--- src/rtl/arb_pkg.sv ---
// Shared types and constants for the VRAM arbiter: owner tags, FSM state encoding,
// default bus widths and the helper that classifies a registered command for the tag pipe.
package arb_pkg;

  localparam int unsigned ARB_ADDR_W = 10;
  localparam int unsigned ARB_DATA_W = 12;
  localparam int unsigned WAIT_W     = 4;
  localparam int unsigned STAT_W     = 16;

  typedef enum logic [1:0] {
    OWN_NONE = 2'd0,
    OWN_VGA  = 2'd1,
    OWN_GAME = 2'd2
  } owner_t;

  typedef enum logic [1:0] {
    IDLE     = 2'd0,
    VGA_OWN  = 2'd1,
    GAME_OWN = 2'd2
  } state_t;

  // Only reads return data, so writes are tagged as having no owner.
  function automatic owner_t cmd_tag(input state_t st, input logic we);
    owner_t tag;
    tag = OWN_NONE;
    if (st == VGA_OWN) begin
      tag = OWN_VGA;
    end else if (st == GAME_OWN && !we) begin
      tag = OWN_GAME;
    end
    return tag;
  endfunction

endpackage

--- src/rtl/arb_tag_pipe.sv ---
// RD_LAT-deep shift register of owner tags; aligns each read command with the cycle
// its memory data becomes valid. Synchronous clear drops reads that are in flight.
module arb_tag_pipe
  import arb_pkg::*;
#(
  parameter int unsigned RD_LAT = 1
) (
  input  logic   clk,
  input  logic   clr,
  input  owner_t tag_in,
  output owner_t tag_out
);

  localparam int unsigned PIPE_W = 2 * RD_LAT;

  logic [PIPE_W-1:0] pipe;

  generate
    if (RD_LAT == 1) begin : g_single
      always_ff @(posedge clk) begin
        if (clr) begin
          pipe <= '0;
        end else begin
          pipe <= tag_in;
        end
      end
    end else begin : g_multi
      always_ff @(posedge clk) begin
        if (clr) begin
          pipe <= '0;
        end else begin
          pipe <= {pipe[PIPE_W-3:0], tag_in};
        end
      end
    end
  endgenerate

  assign tag_out = owner_t'(pipe[PIPE_W-1 -: 2]);

endmodule

--- src/rtl/vram_arbiter.sv ---
// Single-port tile/board RAM arbiter between VGA fetch (priority) and the game engine,
// with a saturating wait counter that forces a game slot. Grant counters built only
// when ARB_STATS_EN is defined; otherwise the stat ports read 0.
module vram_arbiter
  import arb_pkg::*;
#(
  parameter int unsigned ADDR_W   = ARB_ADDR_W,
  parameter int unsigned DATA_W   = ARB_DATA_W,
  parameter int unsigned RD_LAT   = 1,
  parameter int unsigned MAX_WAIT = 4
) (
  input  logic              clk,
  input  logic              rst,
  input  logic              vga_req,
  input  logic [ADDR_W-1:0] vga_addr,
  output logic              vga_ack,
  output logic              vga_rvalid,
  output logic [DATA_W-1:0] vga_rdata,
  input  logic              game_req,
  input  logic              game_we,
  input  logic [ADDR_W-1:0] game_addr,
  input  logic [DATA_W-1:0] game_wdata,
  output logic              game_ack,
  output logic              game_rvalid,
  output logic [DATA_W-1:0] game_rdata,
  output logic              mem_en,
  output logic              mem_we,
  output logic [ADDR_W-1:0] mem_addr,
  output logic [DATA_W-1:0] mem_wdata,
  input  logic [DATA_W-1:0] mem_rdata,
  output logic [STAT_W-1:0] stat_vga,
  output logic [STAT_W-1:0] stat_game,
  output logic [STAT_W-1:0] stat_forced
);

  localparam logic [WAIT_W-1:0] WAIT_LIMIT = WAIT_W'(MAX_WAIT);

  state_t            state;
  state_t            state_next;
  logic [WAIT_W-1:0] wait_cnt;
  logic [WAIT_W-1:0] wait_next;
  owner_t            tag_in;
  owner_t            tag_out;

  // State tracks the owner of the command currently on the memory port.
  always_ff @(posedge clk) begin
    if (rst) begin
      state <= IDLE;
    end else begin
      state <= state_next;
    end
  end

  // Grant selection; acks are held low during reset so nothing is consumed.
  always_comb begin
    vga_ack    = 1'b0;
    game_ack   = 1'b0;
    state_next = IDLE;
    wait_next  = wait_cnt;
    if (!rst) begin
      if (game_req && wait_cnt == WAIT_LIMIT) begin
        game_ack   = 1'b1;
        state_next = GAME_OWN;
      end else if (vga_req) begin
        vga_ack    = 1'b1;
        state_next = VGA_OWN;
      end else if (game_req) begin
        game_ack   = 1'b1;
        state_next = GAME_OWN;
      end
    end
    if (!game_req || game_ack) begin
      wait_next = '0;
    end else if (wait_cnt < WAIT_LIMIT) begin
      wait_next = wait_cnt + WAIT_W'(1);
    end
  end

  always_ff @(posedge clk) begin
    if (rst) begin
      wait_cnt <= '0;
    end else begin
      wait_cnt <= wait_next;
    end
  end

  // Registered memory command; address and write data hold when idle.
  always_ff @(posedge clk) begin
    if (rst) begin
      mem_en    <= 1'b0;
      mem_we    <= 1'b0;
      mem_addr  <= '0;
      mem_wdata <= '0;
    end else begin
      mem_en <= vga_ack | game_ack;
      mem_we <= game_ack & game_we;
      if (vga_ack) begin
        mem_addr <= vga_addr;
      end else if (game_ack) begin
        mem_addr  <= game_addr;
        mem_wdata <= game_wdata;
      end
    end
  end

  assign tag_in = cmd_tag(state, mem_we);

  arb_tag_pipe #(
    .RD_LAT(RD_LAT)
  ) u_tag_pipe (
    .clk    (clk),
    .clr    (rst),
    .tag_in (tag_in),
    .tag_out(tag_out)
  );

  assign vga_rvalid  = (tag_out == OWN_VGA);
  assign game_rvalid = (tag_out == OWN_GAME);
  assign vga_rdata   = mem_rdata;
  assign game_rdata  = mem_rdata;

`ifdef ARB_STATS_EN
  logic forced;

  assign forced = game_ack && (wait_cnt == WAIT_LIMIT);

  always_ff @(posedge clk) begin
    if (rst) begin
      stat_vga    <= '0;
      stat_game   <= '0;
      stat_forced <= '0;
    end else begin
      if (vga_ack) begin
        stat_vga <= stat_vga + STAT_W'(1);
      end
      if (game_ack) begin
        stat_game <= stat_game + STAT_W'(1);
      end
      if (forced) begin
        stat_forced <= stat_forced + STAT_W'(1);
      end
    end
  end
`else
  assign stat_vga    = '0;
  assign stat_game   = '0;
  assign stat_forced = '0;
`endif

endmodule

--- config.mk ---
export PLATFORM = sky130hd
export DESIGN_NAME = vram_arbiter
export DESIGN_NICKNAME = d
export VERILOG_FILES = /design/src/rtl/arb_pkg.sv /design/src/rtl/arb_tag_pipe.sv /design/src/rtl/vram_arbiter.sv
export SDC_FILE = /design/constraint.sdc
export NUM_CORES = 1
export LEC_CHECK = 0
export ABC_AREA = 1
export CAP_MARGIN = 40
export CORE_AREA = 2 2 89 74
export CTS_CLUSTER_SIZE = 24
export DETAILED_ROUTE_END_ITERATION = 16
export DIE_AREA = 0 0 91 76
export GPL_ROUTABILITY_DRIVEN = 0
export PLACE_DENSITY_LB_ADDON = 0.12
export SETUP_SLACK_MARGIN = 0.2
export SLEW_MARGIN = 20
export SYNTH_ARGS = -nofsm -noshare
export SYNTH_HDL_FRONTEND = slang
export SYNTH_HIERARCHICAL = 1
export SYNTH_SLANG_ARGS = --single-unit
--- constraint.sdc ---
create_clock -name clk -period 1.95 [get_ports clk]
set_clock_uncertainty 0.2 [all_clocks]
set_input_delay 0.39 -clock clk [delete_from_list [all_inputs] [get_ports clk]]
set_output_delay 0.39 -clock clk [all_outputs]
set_load 0.01 [all_outputs]
==> results.toml <==
[floorplan]
die_area_um2 = 6920
start_util = 0.326
pin_count = 149
core_um2 = 6120
die_h_um = 76
die_w_um = 91
num_rows = 26

[critical_path]
reg2reg_depth = 12
crit_start = "wait_cnt[1]$_SDFFE_PP0N_"
r2r_slack_ps = 260
cp_num_buf_inv = 4
path_cells = "inv_2 -> ha_4 -> nand2_4 -> inv_4 -> nand2_4 -> nand2_4 -> nand2_4 -> inv_2 -> buf_6"
end_kind = "output pin"
cp-endpoint = "game_ack"
crit_arrival_ps = 1230
crit_cells = 9
r2r_start = "wait_cnt[0]$_SDFFE_PP0N_"
path_max_fanout = 3
path_class = "register to output pin"
r2r-end = "mem_addr[1]$_SDFFE_PP0P_"
critPathTopFamily = "flip-flops"
cp-start-kind = "register"
cpMostUsedCell = "nand2_4"
crit_required_ps = 1360
cp_slowest_stage_delay_ps = 330
slowest_stage = "dfxtp_2"

[layout]
finalNonFillerCells = 409
drive_above_1_share = 0.194
synthToLayoutAreaGrowth_pct = 29.8
layout.nets = 375
diodes = 0

[logic_synthesis]
synth_async_sr_flop_share = 0
seq_area_frac_synth = 0.322
synth-seq-cells = 32
syn_area_um2 = 1990
synth_common_cells = "buf_4 (75), dfxtp_1 (32), nand2_1 (31), nor2_1 (31), nand3_1 (25)"
synth.most_common_cell = "buf_4"
synth-edff-count = 0
syn_area_per_cell_um2 = 7.49
synth_area_leader_cell = "dfxtp_1"
syn-instance-count = 266
yosysWarnings = 6
synth.distinct_cells = 24
synth_top_area_frac = 0.322
synth_ff_type = "dfxtp_1"
synth_area_leaders = "dfxtp_1 (32%), buf_4 (28%), nand3_1 (6.3%)"

[pwr]
ir_worst_vdd_uv = 258
internal_power_mw = 1.31
powerDensity_nw_per_um2 = 676
p_seq_frac = 0.404
p_leak_nw = 1.38
swShare = 0.249
p_switching_mw = 0.435
p_clk_frac = 0.400
finalPower_mw = 1.75
pwr-share-comb = 0.197

[job]
maxCapViolations = 0

[sta]
post-route-min-period_ps = 1820
hold_viol_final = 0
post-route-period-util = 0.934
fmax_mhz = 549
setup_viol_count_final = 0
maxSlewViolCount = 0
rsz0062_at_grt = "yes"
fin_tns_setup_ps = 0

[detailed_routing]
drc = 0
vias_per_cell = 3.80
wire_per_inst_um = 10.1
dr.first_iter.drc_count = 43
wl_mm = 4.12
drtPass1Iterations = 4
ant_nets = 0
vias = 1553

[clock_tree]
clk_pin_slew_ps = 70
ctsRootBufferMaster = "clkbuf_8"
cts_tree = "built"
clock_latency_ps = 280
holdBufCountCts = 0
clock-sinks = 32
cts-buffers-inserted = 5
clockBufferDepth = 2
h-tree-depth = 2

[global_route]
grt_pass1_vias = 1384
grt_max_degree = 22
grt_usage = 0.117
antenna_found_initial = 0
overflow = 0
grt_pass1_wl_mm = 6.59

[placed_design]
placed_cells = 393
dp_hpwl_mm = 2.95
io_buffers = 64

[min_path]
hp-class = "register to register"

[run_status]
status = "finished clean"
==> worst min path at each step <==
stage | startpoint | to | cells after the start
2_1_floorplan | wait_cnt[3]$_SDFFE_PP0N_ | wait_cnt[3]$_SDFFE_PP0N_ | 2
3_3_place_gp | state[1]$_SDFF_PP0_ | u_tag_pipe/tag_out[0]$_SDFF_PP0_ | 3
3_5_place_dp | wait_cnt[3]$_SDFFE_PP0N_ | wait_cnt[3]$_SDFFE_PP0N_ | 2
4_1_cts | state[1]$_SDFF_PP0_ | u_tag_pipe/tag_out[0]$_SDFF_PP0_ | 3
5_1_grt | wait_cnt[3]$_SDFFE_PP0N_ | wait_cnt[3]$_SDFFE_PP0N_ | 2
6_report | mem_we$_SDFF_PP0_ | u_tag_pipe/tag_out[1]$_SDFF_PP0_ | 3
==> metal layers <==
layer / vias to the layer above / global-route usage / routed length, um
met3: 6 / 0.0336 / 277
li1: 805 / - / -
met1: 683 / 0.154 / 1880
met5: - / 0 / 0
met4: 0 / 0.0439 / 44
met2: 59 / 0.184 / 1920
==> cell usage in the layout, fill, tap and decap left out, types with 3 or more instances in the layout <==
cell             Yosys  routed
nand3_1             25      25
conb_1               1      48
clkdlybuf4s50_1      0      34
buf_6                4       3
dlygate4sd2_1        0      26
nor2_1              31      31
buf_4               75      20
nand2_4              0       4
a21oi_1             11      11
inv_2                2       6
inv_1               24      20
nand2_1             31      28
clkbuf_8             1       7
o21ai_0              3       3
or2_2               10      10
dfxtp_1             32      30
==> cell type report <==
class                           count  area [um2]
Fill cell                         648        3530
Multi-Input combinational cell    173         830
Timing Repair Buffer               85         777
Sequential cell                    32         643
Tap cell                           84         105
Inverter                           27         104
Clock buffer                        7        96.3
Clock inverter                      1        30.0
==> kinds of logic after synthesis <==
| family | after synthesis | share of synthesized area |
|---|---|---|
| buffers and inverters | 108 | 0.371 |
| and+or+nand+nor | 107 | 0.249 |
| DFF | 32 | 0.322 |
| AOI/OAI and AO/OA | 15 | 0.0396 |
| adders and majority gates | 2 | 0.0126 |
| xor gates and xnor gates | 1 | 0.00440 |
| other | 1 | 0.00188 |
==> sequential cells by signal (all words and copies together), names as in the netlist <==
register / cells
u_tag_pipe/tag_out: 2
mem_addr: 10
wait_cnt: 4
mem_en: 1
mem_wdata: 12
mem_we: 1
state: 2
==> through the flow <==
step	setup WS (ps)	util	hold slack, ps	cell area, um2
2_1_floorplan	267	-	246	2170
5_1_grt	60.4	0.423	300	2580
3_3_place_gp	-452	0.388	266	2370
3_5_place_dp	-438	0.388	265	2370
4_1_cts	67.2	0.415	280	2540
6_report	129	0.423	277	2580
==> power by group through the flow <==
stage               clock [mW]  sequential (mW)  combinational, mW
global placement             0            0.722              0.348
global route             0.750            0.711              0.381
detailed placement           0            0.722              0.348
finish                   0.698            0.706              0.344
floorplan                    0            0.736              0.285
CTS                      0.723            0.707              0.339
==> what timing repair did <==
action                                  CTS  global route
pin swaps                                 6             3
gates resized for setup                  49             7
gates cloned                              0             0
setup buffers                             5             3
endpoints found under the setup margin   35            14
==> worst register-to-register path, cell delays in order, from the launching register on <==
cell	delay, ps
dfxtp_2	330
inv_2	70
ha_4	140
nand2_4	50
inv_4	50
nand2_4	50
buf_4	140
buf_4	120
buf_6	160
nand3_1	80
nand3_1	90
nand2_1	80
nor2_1	40
No activity file was read; power rests on OpenSTA's default activity.
